[src/rtl/reg_wb_ctrl_pkg.sv]
// Shared CPU constants for the write-back path.
//   XLEN          - register data width
//   REG_ADDR_W    - register-file address width
//   WB_FIFO_DEPTH - number of buffered long-latency results
//   NUM_REGS      - number of architectural registers
package reg_wb_ctrl_pkg;

  localparam int XLEN          = 32;
  localparam int REG_ADDR_W    = 5;
  localparam int WB_FIFO_DEPTH = 2;
  localparam int NUM_REGS      = 1 << REG_ADDR_W;

  typedef logic [REG_ADDR_W-1:0] reg_addr_t;

endpackage

[src/rtl/reg_wb_ctrl_wb_fifo.sv]
// wb_fifo: small in-order buffer for long-latency write-back results.
// Ports:
//   clk, reset            - clock, synchronous active-high reset
//   push, push_addr/data  - enqueue request (ignored when full)
//   pop                   - dequeue request (ignored when empty)
//   full, empty           - status, derived from the registered count only
//   head_addr, head_data  - oldest entry, valid while empty is low
// A pushed entry only becomes visible through empty/head after the edge
// that stores it, so there is no same-edge bypass to the consumer.
module wb_fifo
  import reg_wb_ctrl_pkg::*;
#(
  parameter int DATA_W = 32,
  parameter int DEPTH  = WB_FIFO_DEPTH
) (
  input  logic                  clk,
  input  logic                  reset,
  input  logic                  push,
  input  logic [REG_ADDR_W-1:0] push_addr,
  input  logic [DATA_W-1:0]     push_data,
  input  logic                  pop,
  output logic                  full,
  output logic                  empty,
  output logic [REG_ADDR_W-1:0] head_addr,
  output logic [DATA_W-1:0]     head_data
);

  localparam int PTR_W = (DEPTH > 1) ? $clog2(DEPTH) : 1;
  localparam int CNT_W = $clog2(DEPTH + 1);

  logic [REG_ADDR_W-1:0] addr_mem [DEPTH];
  logic [DATA_W-1:0]     data_mem [DEPTH];

  logic [PTR_W-1:0] wr_ptr_reg;
  logic [PTR_W-1:0] rd_ptr_reg;
  logic [CNT_W-1:0] count_reg;
  logic             push_ok;
  logic             pop_ok;

  // Pointers wrap explicitly so non-power-of-two depths keep order.
  function automatic logic [PTR_W-1:0] next_ptr(input logic [PTR_W-1:0] p);
    return (p == PTR_W'(DEPTH - 1)) ? '0 : p + 1'b1;
  endfunction

  assign full    = (count_reg == CNT_W'(DEPTH));
  assign empty   = (count_reg == '0);
  assign push_ok = push & ~full;
  assign pop_ok  = pop & ~empty;

  assign head_addr = addr_mem[rd_ptr_reg];
  assign head_data = data_mem[rd_ptr_reg];

  // Storage needs no reset: count gates visibility of every slot.
  for (genvar gi = 0; gi < DEPTH; gi++) begin : g_slot
    always_ff @(posedge clk) begin
      if (push_ok && (wr_ptr_reg == PTR_W'(gi))) begin
        addr_mem[gi] <= push_addr;
        data_mem[gi] <= push_data;
      end
    end
  end

  always_ff @(posedge clk) begin
    if (reset) begin
      wr_ptr_reg <= '0;
      rd_ptr_reg <= '0;
      count_reg  <= '0;
    end else begin
      if (push_ok) wr_ptr_reg <= next_ptr(wr_ptr_reg);
      if (pop_ok)  rd_ptr_reg <= next_ptr(rd_ptr_reg);
      case ({push_ok, pop_ok})
        2'b10:   count_reg <= count_reg + 1'b1;
        2'b01:   count_reg <= count_reg - 1'b1;
        default: count_reg <= count_reg;
      endcase
    end
  end

endmodule

[src/rtl/reg_wb_ctrl.sv]
// reg_wb_ctrl: register-file write-back arbiter and long-latency scoreboard.
// Ports:
//   clk, reset                       - clock, synchronous active-high reset
//   alu_valid/addr/data              - single-cycle result, cannot stall
//   div_valid/addr/data, div_ready   - long-latency result handshake
//   issue_valid/long/addr            - ID-stage issue, marks pending writes
//   chk_addr1/2, busy1/2             - combinational pending-write queries
//   write_enable/addr/data           - registered register-file write port
// The ALU always wins the write port; buffered long-latency results drain
// only in cycles with no ALU result.
module reg_wb_ctrl
  import reg_wb_ctrl_pkg::*;
#(
  parameter int XLEN       = reg_wb_ctrl_pkg::XLEN,
  parameter int FIFO_DEPTH = WB_FIFO_DEPTH
) (
  input  logic                  clk,
  input  logic                  reset,
  input  logic                  alu_valid,
  input  logic [REG_ADDR_W-1:0] alu_addr,
  input  logic [XLEN-1:0]       alu_data,
  input  logic                  div_valid,
  input  logic [REG_ADDR_W-1:0] div_addr,
  input  logic [XLEN-1:0]       div_data,
  output logic                  div_ready,
  input  logic                  issue_valid,
  input  logic                  issue_long,
  input  logic [REG_ADDR_W-1:0] issue_addr,
  input  logic [REG_ADDR_W-1:0] chk_addr1,
  input  logic [REG_ADDR_W-1:0] chk_addr2,
  output logic                  busy1,
  output logic                  busy2,
  output logic                  write_enable,
  output logic [REG_ADDR_W-1:0] write_addr,
  output logic [XLEN-1:0]       write_data
);

  logic                  fifo_full;
  logic                  fifo_empty;
  logic                  fifo_pop;
  logic [REG_ADDR_W-1:0] head_addr;
  logic [XLEN-1:0]       head_data;

  logic [NUM_REGS-1:0] scoreboard_reg;
  logic [NUM_REGS-1:0] sb_set;
  logic [NUM_REGS-1:0] sb_clr;

  // Pop only in ALU-free cycles; the popped entry is written this edge.
  assign fifo_pop  = ~alu_valid & ~fifo_empty;
  assign div_ready = ~fifo_full;

  wb_fifo #(
    .DATA_W (XLEN),
    .DEPTH  (FIFO_DEPTH)
  ) u_wb_fifo (
    .clk       (clk),
    .reset     (reset),
    .push      (div_valid),
    .push_addr (div_addr),
    .push_data (div_data),
    .pop       (fifo_pop),
    .full      (fifo_full),
    .empty     (fifo_empty),
    .head_addr (head_addr),
    .head_data (head_data)
  );

  // Writes to x0 still consume their slot/entry but never strobe the
  // register file. Idle cycles keep the last address/data on the port.
  always_ff @(posedge clk) begin
    if (reset) begin
      write_enable <= 1'b0;
      write_addr   <= '0;
      write_data   <= '0;
    end else if (alu_valid) begin
      write_enable <= (alu_addr != '0);
      write_addr   <= alu_addr;
      write_data   <= alu_data;
    end else if (!fifo_empty) begin
      write_enable <= (head_addr != '0);
      write_addr   <= head_addr;
      write_data   <= head_data;
    end else begin
      write_enable <= 1'b0;
    end
  end

  // Bit 0 never sets. A new issue to a register wins over a pop that
  // retires the previous pending write to the same register.
  for (genvar gi = 0; gi < NUM_REGS; gi++) begin : g_sb
    assign sb_set[gi] = (gi != 0) && issue_valid && issue_long &&
                        (issue_addr == REG_ADDR_W'(gi));
    assign sb_clr[gi] = fifo_pop && (head_addr == REG_ADDR_W'(gi));
  end

  always_ff @(posedge clk) begin
    if (reset) begin
      scoreboard_reg <= '0;
    end else begin
      scoreboard_reg <= (scoreboard_reg & ~sb_clr) | sb_set;
    end
  end

  assign busy1 = (chk_addr1 != '0) && scoreboard_reg[chk_addr1];
  assign busy2 = (chk_addr2 != '0) && scoreboard_reg[chk_addr2];

endmodule
[config.mk]
export PLATFORM = sky130hd
export DESIGN_NAME = reg_wb_ctrl
export DESIGN_NICKNAME = d
export VERILOG_FILES = /design/src/rtl/reg_wb_ctrl_pkg.sv /design/src/rtl/reg_wb_ctrl_wb_fifo.sv /design/src/rtl/reg_wb_ctrl.sv
export SDC_FILE = /design/constraint.sdc
export NUM_CORES = 1
export LEC_CHECK = 0
export ABC_CLOCK_PERIOD_IN_PS = 2850
export CORE_AREA = 2 2 101 141
export CTS_BUF_LIST = sky130_fd_sc_hd__clkbuf_8
export CTS_CLUSTER_SIZE = 16
export DETAILED_ROUTE_END_ITERATION = 8
export DIE_AREA = 0 0 103 143
export GPL_ROUTABILITY_DRIVEN = 0
export HOLD_SLACK_MARGIN = 0.06
export PLACE_DENSITY_LB_ADDON = 0.25
export RECOVER_POWER = 50
export SYNTH_ARGS = -nofsm -noshare
export SYNTH_HDL_FRONTEND = slang
export SYNTH_SLANG_ARGS = --single-unit
[constraint.sdc]
create_clock -name clk -period 2.85 [get_ports clk]
set_input_delay 0.4275 -clock clk [delete_from_list [all_inputs] [get_ports clk]]
set_output_delay 0.4275 -clock clk [all_outputs]
set_load 0.05 [all_outputs]
# [After elaboration in Yosys (flattened, before gate mapping)]
# Memory sizes are Yosys's and may differ from the RTL's. A register that Yosys moved wholly into a read port is not among the register bits.
# Index checks and enable logic that the tools add are counted.
[classes] n_lt_le_gt_ge=2 reduce_logical=77 muxes=27 addsub=4 bitwise=10 n_eq_ne=66
[ops] op="5-bit equality test (second input constant)" count=32
[ops] op="32-bit two-way mux" count=3
[ops] op="5-bit by 4-bit equality test with 1-bit output (second input constant)" count=16
[ops] op="1-bit logical AND" count=68
[ops] op="5-bit by 3-bit equality test with 1-bit output (second input constant)" count=8
[ops] op="32-bit AND" count=1
[ops] op="32-bit NOT" count=1
[ops] op="32-bit OR" count=1
[ops] op="32-bit OR reduction" count=1
[ops] op="5-bit by 2-bit equality test with 1-bit output (second input constant)" count=4
[ops] op="5-bit nonzero test" count=4
[ops] op="1-bit two-way mux" count=18
[ops] op="5-bit two-way mux" count=3
[ops] op="5-bit by 6-bit < comparator with 1-bit output (second input constant)" count=2
[ops] op="1-bit binary-select mux with 5-bit select" count=2
[ops] op="5-bit by 1-bit equality test with 1-bit output (second input constant)" count=2
[ops] op="5-bit zero test" count=1
[ops] op="5-bit OR reduction" count=1
[ops] op="2-bit equality test (second input constant)" count=2
[ops] op="1-bit NOT" count=4
[ops] op="2-bit case mux with 2 select lines" count=1
[ops] op="1-bit AND" count=3
[ops] op="1-bit adder (second input constant)" count=2
[ops] op="2-bit by 1-bit adder with 2-bit output (second input constant)" count=1
[ops] op="5 further kinds" count=5
[totals] in_bits=95 mem_bits_rw=74 out_inout_bits=41 ff_bits=74 wordCells=195 memories=2
[memory_table] memory="u_wb_fifo.data_mem" depth=2 word_bits=32 rd=1 rd_clocked_by_memory_dff=1 write_ports=1 line="reg_wb_ctrl_wb_fifo.sv:32" text="logic [DATA_W-1:0] data_mem [DEPTH];"
[memory_table] memory="u_wb_fifo.addr_mem" depth=2 word_bits=5 rd=1 rd_clocked_by_memory_dff=1 write_ports=1 line="reg_wb_ctrl_wb_fifo.sv:31" text="logic [REG_ADDR_W-1:0] addr_mem [DEPTH];"

# [Depth between registers and ports, before layout]
# Gate-level depths: netlist (run 1).
[depth] depth_word=8 depth_mapped=7

# [Modules after synthesis]
# From an unflattened synthesis (run 1), not the netlist that was laid out.
[unflattened] hier_cells=577 area_unflattened_um2=6478.7
[modules_own_cells] mod="reg_wb_ctrl" cells_each=436 n_inst=1 area_per_inst_um2=3595.9 seq_area_each_um2=1381.3
[modules_own_cells] mod="wb_fifo" cells_each=141 n_inst=1 area_per_inst_um2=2882.8 seq_area_each_um2=2322.2

# [Least setup slack after synthesis (run 1)]
# No wires, ideal clock.
[synth_path] path_kind="register to register" from="register u_wb_fifo.count_reg[0]" to="memory u_wb_fifo.addr_mem[0][0] (enable)" path_buffers=0 arrival_ns=2.642 path_stages_with_launch=4 path_slack_ns=-0.223 setup_time_ns=0.431 period_less_slack_ns=3.073 cell_sequence="dfxtp_1 > nand2b_1 > nand2_1 > nor2_1"
[synth_between] elab_chain_len=8 elab_cells_between_ends=12 classes_between="eq/ne (1); mux (6); bitwise (2); reduce/logical (3)"
[synth_lines] item="from (decl)" line="reg_wb_ctrl_wb_fifo.sv:36" text="logic [CNT_W-1:0] count_reg;"
[synth_lines] item="from (signal assigned)" line="reg_wb_ctrl_wb_fifo.sv:72" text="2'b10: count_reg <= count_reg + 1'b1;"
[synth_lines] item="from (signal assigned)" line="reg_wb_ctrl_wb_fifo.sv:73" text="2'b01: count_reg <= count_reg - 1'b1;"
[synth_lines] item="from (signal assigned)" line="reg_wb_ctrl_wb_fifo.sv:74" text="default: count_reg <= count_reg;"
[synth_lines] item="2-bit equality test (*)" line="reg_wb_ctrl_wb_fifo.sv:45" text="assign full = (count_reg == CNT_W'(DEPTH));"
[synth_lines] item="1-bit NOT (*)"
[synth_lines] item="named net div_ready" line="reg_wb_ctrl.sv:25" text="output logic div_ready,"
[synth_lines] item="1-bit AND (*)" line="reg_wb_ctrl_wb_fifo.sv:47" text="assign push_ok = push & ~full;"
[synth_lines] item="1-bit logical AND" line="reg_wb_ctrl_wb_fifo.sv:56" text="if (push_ok && (wr_ptr_reg == PTR_W'(gi))) begin"
[synth_lines] item="1-bit two-way mux" line="reg_wb_ctrl_wb_fifo.sv:56"
[synth_lines] item="1-bit two-way mux (implied by the code)" line="reg_wb_ctrl_wb_fifo.sv:57" text="addr_mem[gi] <= push_addr;"
[synth_lines] item="5-bit OR reduction (no source line)"
[synth_lines] item="1-bit two-way mux (no source line)"
[synth_lines] item="to (decl)" line="reg_wb_ctrl_wb_fifo.sv:31"
# The timed path passes the listed nets; every way through them passes the cells marked *.

# [Final worst setup path (run 1)]
[layout_path] from="input chk_addr2[2]" to="output busy2"
[layout_between] elab_chain_len=3 elab_cells_between_ends=4 classes_between="mux (2); reduce/logical (2)"
[layout_lines] item="from (decl)" line="reg_wb_ctrl.sv:30" text="input logic [REG_ADDR_W-1:0] chk_addr2,"
[layout_lines] item="1-bit binary-select mux with 5-bit select" line="reg_wb_ctrl.sv:105" text="assign busy2 = (chk_addr2 != '0) && scoreboard_reg[chk_addr2];"
[layout_lines] item="1-bit two-way mux (implied by the code)" line="reg_wb_ctrl.sv:105"
[layout_lines] item="1-bit logical AND (*)" line="reg_wb_ctrl.sv:105"
[layout_lines] item="to (decl)" line="reg_wb_ctrl.sv:32" text="output logic busy2,"
# Mark *: on every way between the ends. The rest lies on a longest branch, timed or not. The select of a mux whose other input is x is not followed.

==> impl_metrics.tcl, run 1 <==
set metrics [dict create \
    status "finished with violations" \
    violations "capacitance limit, slew limit" \
    tightest_slew_ns 1.70 \
    final_cell_mix "113 x nand2_1, 94 x clkdlybuf4s50_1, 74 x edfxtp_1, 73 x a21oi_1, 73 x dfxtp_1" \
    insertion_delay_ns 0.45 \
    synth_top_family_by_area "compound AO/OA/AOI/OAI gates" \
    maxCapViolCount 1 \
    largest_reg_flops 64 \
    grt_max_degree 47 \
    highest_layer "met4" \
    synth.avg_cell_area_um2 10.9 \
    wl_met1_um 5990 \
    num_rows 50 \
    synth_area_um2 6600 \
    root_buffer "clkbuf_8" \
    setup_ws_ns 0.193 \
    period_minus_slack_ns 2.66 \
    reg2regPathDepth 5 \
    synth_xor_xnor_area_share_pct 0.531 \
    final_area_um2 8430 \
    core_region_area_um2 13400 \
    drv_slew 30 \
    reg2reg_slack_ns 0.38 \
    slew_headroom_pct -13.1 \
    post_cts_buffers 0 \
    wl_met2_um 8690 \
    postRouteAntennaNets 0 \
    required_ns 2.42 \
    mostFrequentLayoutCell "nand2_1" \
    postSynth.asyncResetShare_pct 0 \
    firstDrtPassIters 5 \
    dr_wl_met3_um 1230 \
    fin_hold_ws_ns 0.503 \
    via_count 5192 \
    max_clock_freq_ghz 0.376 \
    drc 0 \
    irDropWorstVdd_v 0.000647 \
    synth_seq_area_share_pct 56.1 \
    wirelength_um 16700 \
    cp-endpoint "busy2" \
    grtUsageTotal_pct 23.5 \
    die-area_um2 14700 \
    io_pins 136 \
    power_density_nw_per_um2 784 \
    synth_cell_types 49 \
    grt_setup_unrepaired "false" \
    syn_inst 604 \
    synthFlopType "edfxtp_1" \
    gr-total-overflow 0 \
    initial_core_util_pct 49.3 \
    synth_edf_count 74 \
    crit_path_start_kind "primary input" \
    synthSimpleGateAreaFrac_pct 12.4 \
    setup_viol 0 \
    cts_htree_levels 4 \
    leakage_nw 2.88 \
    dp_hpwl_um 12200 \
    finClkSkew_ns 0.0222 \
    muxShareOfSynthArea_pct 11.3 \
    drtIter0Drc 254 \
    clock_sinks 148 \
    drive_gt1_share_pct 9.24 \
    fill_cells 1138 \
    fp.dieW_um 103 \
    synth_fp_nets 700 \
    worst_ep_arrival_time_ns 2.23 \
    antenna_found_initial 1 \
    path_clk_slew_ns 0.10 \
    crit_path_start "chk_addr2[2]" \
    fin_nets 830 \
    grt_pass1_wl_um 26200 \
    tns_ns 0 \
    synth-adder-area-share_pct 0.190 \
    post-synth-top-area-cell "edfxtp_1" \
    cts_max_path_buffers 2 \
    hold_viol 0 \
    worstPathMaxFanout 12 \
    fp.dieH_um 143 \
    endpoint_kind "output port" \
    holdBufCountCts 0 \
    grt_pass1_vias 5272 \
    r2r-end "write_data[19]$_SDFFE_PP0P_" \
    via_per_inst 5.58 \
    hp-class "reg2reg" \
    io_buffers 135 \
    ys_seq_elements 148 \
    cts_resized 0 \
    r2r_start "u_wb_fifo.count_reg[0]$_SDFFE_PP0P_" \
    cts_tree "yes" \
    area_growth_pct 27.8 \
    synth_top_area_share_pct 33.7 \
    wl_per_cell_um 18.0 \
    synth-compound-area-share_pct 16.3 \
    numCtsBuffers 17 \
    crit_type "in2out" \
    placed_cell_area_um2 8110 \
    synth_warnings 0 \
    fin_crit_sh_pct 93.2 \
    synthTopCellsByArea "edfxtp_1 34%, dfxtp_1 22%, mux2i_1 8.0%, nand2_1 6.4%, a21oi_1 5.5%" \
    dp_slack_ns 0.215 \
]
## synth_stat cells (all sizes together) (2+ instances only)
cell and instances:
o31ai 2, xnor2 2, edfxtp 74, a211oi 2
buf 23, dfxtp 74, o21ai 31, mux4 6
mux2i 54, a2111oi 2, o211ai 47, and3 2
nand3 7, nor3b 3, nor2b 10, nand2 116
a21oi 74, nor2 20, inv 2, nand4b 2
nand2b 7, and3b 3, mux2 4, a22oi 4
xor2 2, nor3 4, clkbuf 17
## where the power goes
group / switching, mW / internal (mW) / total (mW)
Combinational: 1.44 / 0.849 / 2.28
Clock: 0.843 / 0.716 / 1.56
Sequential: 0.183 / 2.58 / 2.77
## area by class of cell
class                   count  area, um^2  area share (%)
diodes                      1        2.50          0.0297
clock buffers              17         234            2.77
clock inverters            15         149            1.77
inverters                   2        7.51          0.0890
multi-input cells         414        2640            31.3
flip-flops and latches    148        3700            43.9
well taps                 182         228            2.70
repair buffers            151        1470            17.4
## cell families after synthesis
family / count (synthesis)
multiplexers: 64
AND/OR/NAND/NOR: 179
AO/OA/AOI/OAI: 166
XOR/XNOR: 4
buffers and inverters: 42
adder cells (fa/ha/maj): 1
flip-flops: 148
## worst min path at each step
stage | from | end | cells after the start
floorplan | scoreboard_reg[16]$_SDFF_PP0_ | scoreboard_reg[16]$_SDFF_PP0_ | 2
global placement | scoreboard_reg[30]$_SDFF_PP0_ | scoreboard_reg[30]$_SDFF_PP0_ | 2
detailed placement | scoreboard_reg[31]$_SDFF_PP0_ | scoreboard_reg[31]$_SDFF_PP0_ | 2
CTS | reset | u_wb_fifo.wr_ptr_reg$_SDFFE_PP0P_ | 2
global route | scoreboard_reg[31]$_SDFF_PP0_ | scoreboard_reg[31]$_SDFF_PP0_ | 2
finish | scoreboard_reg[29]$_SDFF_PP0_ | scoreboard_reg[29]$_SDFF_PP0_ | 2
## critical path, stage by stage
cell,delay (ns)
clkdlybuf4s50_1,0.73
mux2i_1,0.13
a2111oi_0,0.42
a22oi_1,0.13
o211ai_1,0.14
buf_4,0.25
## metrics by stage
step | utilization [%] | cells | power (mW)
2_1_floorplan | - | 604 | 4.47
3_3_place_gp | 60.5 | 897 | 5.11
3_5_place_dp | 60.5 | 897 | 5.15
4_1_cts | 63.4 | 929 | 6.70
5_1_grt | 63.0 | 930 | 6.93
6_report | 63.0 | 930 | 6.61
## routing by layer
metal / vias to the layer above / GRT usage (%)
li1: 2471 / -
met1: 2428 / 24.7
met2: 224 / 41.6
met3: 69 / 6.27
met4: 0 / 13.2
met5: - / 0
No activity file was read; power rests on OpenSTA's default activity.
==> run 2: changes to the inputs <==
CTS_CLUSTER_DIAMETER = 40   (was not set)
==> results of run 2 <==
The final DEF is identical to that of run 1; final timing and power are the same.
